$ cat src/rtl/neuron_mac_fix.sv
// Streaming fixed-point MAC neuron: bias + sum(x*wgt) over N beats with
// symmetric per-step saturation, registered result through valid/ready.
module neuron_mac_fix #(
    parameter int W    = 16,
    parameter int F    = 8,
    parameter int N    = 784,
    parameter int RELU = 0
) (
    input  logic                clk,
    input  logic                rst_n,
    input  logic                start,
    input  logic signed [W-1:0] bias,
    input  logic                in_valid,
    output logic                in_ready,
    input  logic signed [W-1:0] x,
    input  logic signed [W-1:0] wgt,
    output logic                out_valid,
    input  logic                out_ready,
    output logic signed [W-1:0] acc_out,
    output logic                busy
);

    localparam int CW = (N > 1) ? $clog2(N) : 1;
    localparam logic [CW-1:0] LAST = CW'(N - 1);

    // Symmetric range: the most-negative code is never produced.
    localparam logic signed [W-1:0]   SMAX    = {1'b0, {(W-1){1'b1}}};
    localparam logic signed [W-1:0]   SMIN    = {1'b1, {(W-2){1'b0}}, 1'b1};
    localparam logic signed [2*W-1:0] PMAX    = {{W{1'b0}}, SMAX};
    localparam logic signed [2*W-1:0] PMIN    = {{W{1'b1}}, SMIN};
    localparam logic signed [W:0]     SUM_MAX = {1'b0, SMAX};
    localparam logic signed [W:0]     SUM_MIN = {1'b1, SMIN};

    typedef enum logic [1:0] {
        S_IDLE = 2'd0,
        S_ACC  = 2'd1,
        S_DONE = 2'd2
    } state_t;

    state_t                state_q, state_d;
    logic signed [W-1:0]   acc_q, acc_d;
    logic [CW-1:0]         cnt_q, cnt_d;
    logic signed [W-1:0]   out_q, out_d;

    logic signed [2*W-1:0] prod;
    logic signed [2*W-1:0] q_full;
    logic signed [W-1:0]   q_sat;
    logic signed [W:0]     sum_full;
    logic signed [W-1:0]   sum_sat;
    logic signed [W-1:0]   bias_sat;
    logic signed [W-1:0]   relu_v;

    // Per-beat datapath: floor-shifted product, clamp, widened add, clamp.
    always_comb begin
        prod   = x * wgt;
        q_full = prod >>> F;
        if (q_full > PMAX) begin
            q_sat = SMAX;
        end else if (q_full < PMIN) begin
            q_sat = SMIN;
        end else begin
            q_sat = q_full[W-1:0];
        end

        sum_full = {acc_q[W-1], acc_q} + {q_sat[W-1], q_sat};
        if (sum_full > SUM_MAX) begin
            sum_sat = SMAX;
        end else if (sum_full < SUM_MIN) begin
            sum_sat = SMIN;
        end else begin
            sum_sat = sum_full[W-1:0];
        end

        bias_sat = (bias < SMIN) ? SMIN : bias;
        relu_v   = ((RELU != 0) && sum_sat[W-1]) ? '0 : sum_sat;
    end

    // Handshakes: a beat transfers on an edge where in_valid & in_ready,
    // a result where out_valid & out_ready; valid never waits on ready.
    always_comb begin
        state_d = state_q;
        acc_d   = acc_q;
        cnt_d   = cnt_q;
        out_d   = out_q;
        unique case (state_q)
            S_IDLE: begin
                if (start) begin
                    acc_d   = bias_sat;
                    cnt_d   = '0;
                    state_d = S_ACC;
                end
            end
            S_ACC: begin
                if (in_valid) begin
                    acc_d = sum_sat;
                    cnt_d = cnt_q + CW'(1);
                    if (cnt_q == LAST) begin
                        out_d   = relu_v;
                        state_d = S_DONE;
                    end
                end
            end
            S_DONE: begin
                if (out_ready) begin
                    state_d = S_IDLE;
                end
            end
            default: begin
                state_d = S_IDLE;
            end
        endcase
    end

    always_ff @(posedge clk or negedge rst_n) begin
        if (!rst_n) begin
            state_q <= S_IDLE;
            acc_q   <= '0;
            cnt_q   <= '0;
            out_q   <= '0;
        end else begin
            state_q <= state_d;
            acc_q   <= acc_d;
            cnt_q   <= cnt_d;
            out_q   <= out_d;
        end
    end

    assign in_ready  = (state_q == S_ACC);
    assign out_valid = (state_q == S_DONE);
    assign busy      = (state_q != S_IDLE);
    assign acc_out   = out_q;

endmodule

$ cat config.mk
export PLATFORM = sky130hd
export DESIGN_NAME = neuron_mac_fix
export DESIGN_NICKNAME = d
export VERILOG_FILES = /design/src/rtl/neuron_mac_fix.sv
export SDC_FILE = /design/constraint.sdc
export NUM_CORES = 1
export LEC_CHECK = 0
export BUFFER_PORTS_ARGS = -buffer_cell sky130_fd_sc_hd__buf_2
export CORE_UTILIZATION = 45
export DETAILED_ROUTE_END_ITERATION = 7
export GPL_TIMING_DRIVEN = 0
export REMOVE_ABC_BUFFERS = 1
export SLEW_MARGIN = 20
export SYNTH_ARGS = -nofsm -noshare
export SYNTH_HDL_FRONTEND = slang
export SYNTH_SLANG_ARGS = --single-unit
$ cat constraint.sdc
create_clock -name clk -period 3.9 [get_ports clk]
set_input_delay 0 -clock clk [delete_from_list [all_inputs] [get_ports clk]]
set_output_delay 0 -clock clk [all_outputs]
set_load 0.05 [all_outputs]
After elaboration in Yosys (flattened, before gate mapping)
Cells that the tools add are included.
Storage, ports and cells
  ROM bits: 0
  latch bits: 0
  logic and storage cells: 41
  register bits: 44
  memory bits (writable): 0
  output and inout port bits: 19
  memories: 0
Cells by class
  reduce and logical (&&, ||, !) cells: 6
  shift-type cells: 0
  bitwise logic cells: 0
  order comparisons: 5
  divide/modulo/power cells: 0
  muxes and demuxes: 16
  multiply operators: 1
  add/subtract/negate cells: 2
  equality and inequality tests: 7
Operators with widths (number)
  $mux W16: 7
  $mul A16 B16 Y32: 1
  $pmux W16 S2: 1
  $gt A24 B16 Y1 const B: 1
  $lt A24 B16 Y1 const B: 1
  $mux W10: 2
  $pmux W10 S2: 1
  $add A16 B16 Y17: 1
  $gt A17 B16 Y1 const B: 1
  $lt A17 B16 Y1 const B: 1
  $lt A16 B16 Y1 const B: 1
  $add A10 B1 Y10 const B: 1
  $eq A10 B10 Y1 const B: 1
  $mux W2: 4
  $pmux W2 S3: 1
  $reduce_and A3 Y1: 2
  $ne A2 B1 Y1 const B: 2
  $ne A2 B2 Y1 const B: 2
  $reduce_and A4 Y1: 1
  $reduce_bool A2 Y1: 2
  $eq A2 B1 Y1 const B: 1
  $eq A2 B2 Y1 const B: 1
  $logic_not A2 Y1: 1

Longest topological paths before layout
  depth after elaboration: 10
  gate-level depth with buffers: 39
  gate-level depth less buffers: 36

Worst setup path after synthesis
No wires, ideal clock.
  path kind: input -> register
  start: input x[15]
  end: register acc_q[13]
  arrival: 8.987 ns
  required time: 3.756 ns
  stages: 32
  path slack: -5.231 ns
  path through: clkbuf_1 -> nand2_1 -> fa_1 -> inv_1 -> fa_1 -> inv_1 -> fa_1 -> fa_1 -> fa_1 -> fa_1 -> inv_1 -> ha_1 -> a21oi_1 -> o21ai_1 -> a211oi_4 -> a21oi_4 -> a2111oi_4 -> nor3_1 -> or4_1 -> o31a_4 -> buf_6 -> a21oi_2 -> ha_1 -> a21o_1 -> or3_1 -> o21ai_1 -> a21oi_1 -> o31a_1 -> or3_1 -> o21ai_1 -> clkbuf_1 -> a22oi_1
On the way
  longest elaborated chain between the ends: 10
  elaborated cells on any way between the ends: 12
Ends and longest elaborated chain
  start, declared: line 15  | input logic signed [W-1:0] x,
  $mul A16 B16 Y32 (*): line 55  | prod = x * wgt;
  $lt A24 B16 Y1: line 59  | end else if (q_full < PMIN) begin
  $mux W16: line 59
  $mux W16 (*): line 57  | if (q_full > PMAX) begin
  $add A16 B16 Y17 (*): line 65  | sum_full = {acc_q[W-1], acc_q} + {q_sat[W-1], q_sat};
  $lt A17 B16 Y1: line 68  | end else if (sum_full < SUM_MIN) begin
  $mux W16: line 68
  $mux W16 (*): line 66  | if (sum_full > SUM_MAX) begin
  $mux W16 (*): line 94  | if (in_valid) begin
  $pmux W16 S2 (*): line 85  | unique case (state_q)
  end signal, assigned: line 117  | acc_q <= '0;
  end signal, assigned: line 122  | acc_q <= acc_d;
  end, declared: line 41  | logic signed [W-1:0] acc_q, acc_d;
Mark *: on every way between the ends. The rest lies on a longest branch, timed or not. The select of a mux whose other input is x is not followed.
A chain may end at the register's enable or synchronous reset.

Final worst setup path
  start: input x[9]
  end: register out_q[4], in the netlist acc_out[4]
On the way
  longest elaborated chain between the ends: 8
  elaborated cells on any way between the ends: 10
Ends and longest elaborated chain
  $mul A16 B16 Y32 (*): line 55
  $lt A24 B16 Y1: line 59
  $mux W16: line 59
  $mux W16 (*): line 57
  $add A16 B16 Y17 (*): line 65
  $lt A17 B16 Y1: line 68
  $mux W16: line 68
  $mux W16 (*): line 66
  end signal, assigned: line 124  | out_q <= out_d;
  end, declared: line 43  | logic signed [W-1:0] out_q, out_d;
Mark *: on every way between the ends. The rest lies on a longest branch, timed or not.

==> metrics.cfg <==
[clocking]
htreeDepth=2
clk_pin_slew_ns=0.06
cts_tree=built
numCtsBuffers=5
cts.sinks=44
clk_latency_ns=0.29
cts_buffer_depth=2
cts_root_buf=clkbuf_16

[sta]
clock_skew_ns=0.005282
rsz0062_at_grt=true
worstMarginPinSlew_ns=1.004
hold_violations=0
fin_crit_ns=8.527
worst_slack_ns=-4.627
slew_headroom_pct=32.91
finalCritPeriodShare_pct=218.6
finalSetupViolations=32
slew_violations=0
fmax_mhz=117.3

[floorplanning]
die_height_um=175.4
start_util_pct=45.67
dieWidth_um=175.4
dieArea_um2=30780
io_pins=72
coreArea_um2=29640
rows=63

[final_layout]
fin_nets=2106
seqCellArea_um2=1101
areaGrowthSynthToFinish_pct=24.27
num_antenna_cells=0
multi_input_area_um2=12050
n_fill_cell=2639
drive_gt1_share_pct=24.54

[global_route]
grtUsageTotal_pct=23.19
grt_pass1_vias=11740
grt_pass1_wl_um=57770
grt.overflow.total=0
grt_max_degree=45
antenna_found_initial=0

[setup_path]
critical_path.top_delay_family=adder cells
slowest_stage=fa_1
slowest_delay_ns=0.56
required_ns=4.02
crit_fanout=6
crit_arrival_ns=8.65
start_kind=primary input
critPathBufInv=7
crit_path_end_kind=flip-flop
crit_type=in2reg
crit_top_cell=fa_1

[drt]
routed_wl_um=34950
drtIter0Drc=570
routedWlPerCell_um=16.76
drc=0
ant_nets=0
dr.pass1.iters=5
vias_per_cell=5.356
num_vias=11170

[job]
cap_violations=0

[yosys]
syn_area_um2=13540
synth-seq-cells=44
synthCells=1554
synth_warnings=0
synth_edf_count=0
synth_top_flop_cell=dfrtp_1
async_flop_share_pct=100.0
synth.distinct_cells=83
avgSynthCellArea_um2=8.710
seq_area_frac_synth_pct=8.135

[placed_design]
dp_hpwl_um=26010
pre_cts_ws_ns=-6.529
numPortBuffers=71
gp_congestion=0.8379

[outcome]
failed_checks=negative setup slack
status=finished, violations left

[worst_hold_path]
hold_path.class=in2reg

==> routing by layer <==
layer / GRT usage (%) / up-vias / part of all wire [%]
met3: 1.515 / 52 / 3.8
met1: 31.21 / 5744 / 43
met5: 0 / - / 0
met2: 41.35 / 234 / 52
met4: 4.275 / 0 / 1.5
li1: - / 5138 / -
==> logic make-up (layout without fill, tap and decap cells) <==
family | after synthesis | after routing | synth area share, %
buffers and inverters | 403 | 541 | 11.52
muxes | 3 | 3 | 0.2403
xor gates and xnor gates | 46 | 46 | 2.977
adders and majority gates | 360 | 360 | 47.79
and+or+nand+nor | 466 | 467 | 17.06
AOI/OAI and AO/OA | 232 | 234 | 12.28
DFF | 44 | 44 | 8.135
==> synth_stat cells, types with 10 or more instances <==
| library cell | instances | area (µm²) |
|---|---|---|
| nor2_1 | 63 | 236.5 |
| nand2b_1 | 11 | 68.82 |
| a21oi_1 | 59 | 295.3 |
| nand2_1 | 180 | 675.7 |
| o21ai_0 | 32 | 160.2 |
| nand3_1 | 15 | 75.07 |
| clkbuf_1 | 43 | 161.4 |
| and2_1 | 122 | 763.2 |
| xnor2_1 | 25 | 219.0 |
| a21o_1 | 14 | 105.1 |
| ha_1 | 97 | 1214 |
| fa_1 | 262 | 5245 |
| a21oi_2 | 12 | 105.1 |
| nor4_1 | 10 | 62.56 |
| inv_1 | 346 | 1299 |
| and3_1 | 11 | 68.82 |
| nor3_1 | 16 | 80.08 |
| xor2_1 | 21 | 183.9 |
| dfrtp_1 | 44 | 1101 |
| o31ai_1 | 22 | 165.2 |
==> final timing paths <==
| kind | from | endpoint | slack, ns | depth (start not counted) |
|---|---|---|---|---|
| min | start | state_q[0]$_DFFE_PN0P_ | 0.06 | 3 |
| max | x[9] | acc_out[4]$_DFFE_PN0P_ | -4.63 | 33 |
| max in group asynchronous | rst_n | cnt_q[9]$_DFFE_PN0P_ | 3.26 | 2 |
| min reg2reg | acc_out[15]$_DFFE_PN0P_ | acc_out[15]$_DFFE_PN0P_ | 0.48 | 2 |
| max reg2reg | state_q[1]$_DFFE_PN0P_ | cnt_q[7]$_DFFE_PN0P_ | 0.57 | 8 |
| min in group asynchronous | rst_n | acc_q[11]$_DFFE_PN0P_ | 0.25 | 2 |
==> sequential cells by signal, indices dropped and copies added, names as in the netlist <==
name and cells:
state_q 2, acc_q 16, acc_out 16, cnt_q 10
==> cells in the final DEF, fill, tap and decap left out, drive strengths merged, types with 3 or more instances in the layout <==
master,count
clkinv,3
or3,5
o2111ai,5
or2,5
nand2b,11
and2,123
a41o,3
a21oi,72
ha,97
o21ai,42
and3,11
xor2,21
o21a,9
a211oi,12
o211ai,6
nor4b,3
dfrtp,44
nand3b,5
o31a,3
o31ai,22
inv,345
nor3,16
buf,182
clkbuf,6
nand2,180
nor2,63
a31oi,6
nor2b,4
nand4,9
nand3,15
a21boi,3
o21bai,5
a21o,15
nor4,10
xnor2,25
fa,262
==> layout make-up <==
type | count | area share (%)
Tap cell | 390 | 2.901
Timing Repair Buffer | 185 | 10.10
Inverter | 348 | 7.788
Clock buffer | 6 | 0.8256
Sequential cell | 44 | 6.546
Multi-Input combinational cell | 1110 | 71.61
Clock inverter | 2 | 0.2306
==> worst reg2reg max path, delay by kind of cell (launching register included) <==
family,cells,cell delay [ns]
XOR/XNOR,1,0.15
AND/OR/NAND/NOR,6,2.11
buffers and inverters,1,0.55
flip-flops,1,0.36
==> repair_timing <==
| item | in CTS | in global routing |
|---|---|---|
| pin swaps | 145 | 53 |
| gates cloned | 5 | 2 |
| resized for setup | 318 | 42 |
| hold buffers | 2 | 0 |
| hold endpoints to repair | 45 | 0 |
| setup endpoints to repair | 32 | 32 |
| buffers inserted | 86 | 21 |
==> through the flow <==
step           util (%)  instance area [µm²]  setup TNS (ns)  hold WS (ns)  std cells
2_1_floorplan         -                13280         -163.69       -0.2956       1499
3_3_place_gp      47.66                14130         -216.47        0.1958       1960
3_5_place_dp      47.72                14140         -201.24        0.2066       1961
4_1_cts           55.36                16410         -140.80       0.02845       2062
5_1_grt           56.75                16820         -151.89       0.06833       2085
6_report          56.75                16820         -144.09       0.05804       2085
Power is not shown: default switching activity piles up to over one toggle a cycle in this logic, so the estimate is an artifact.
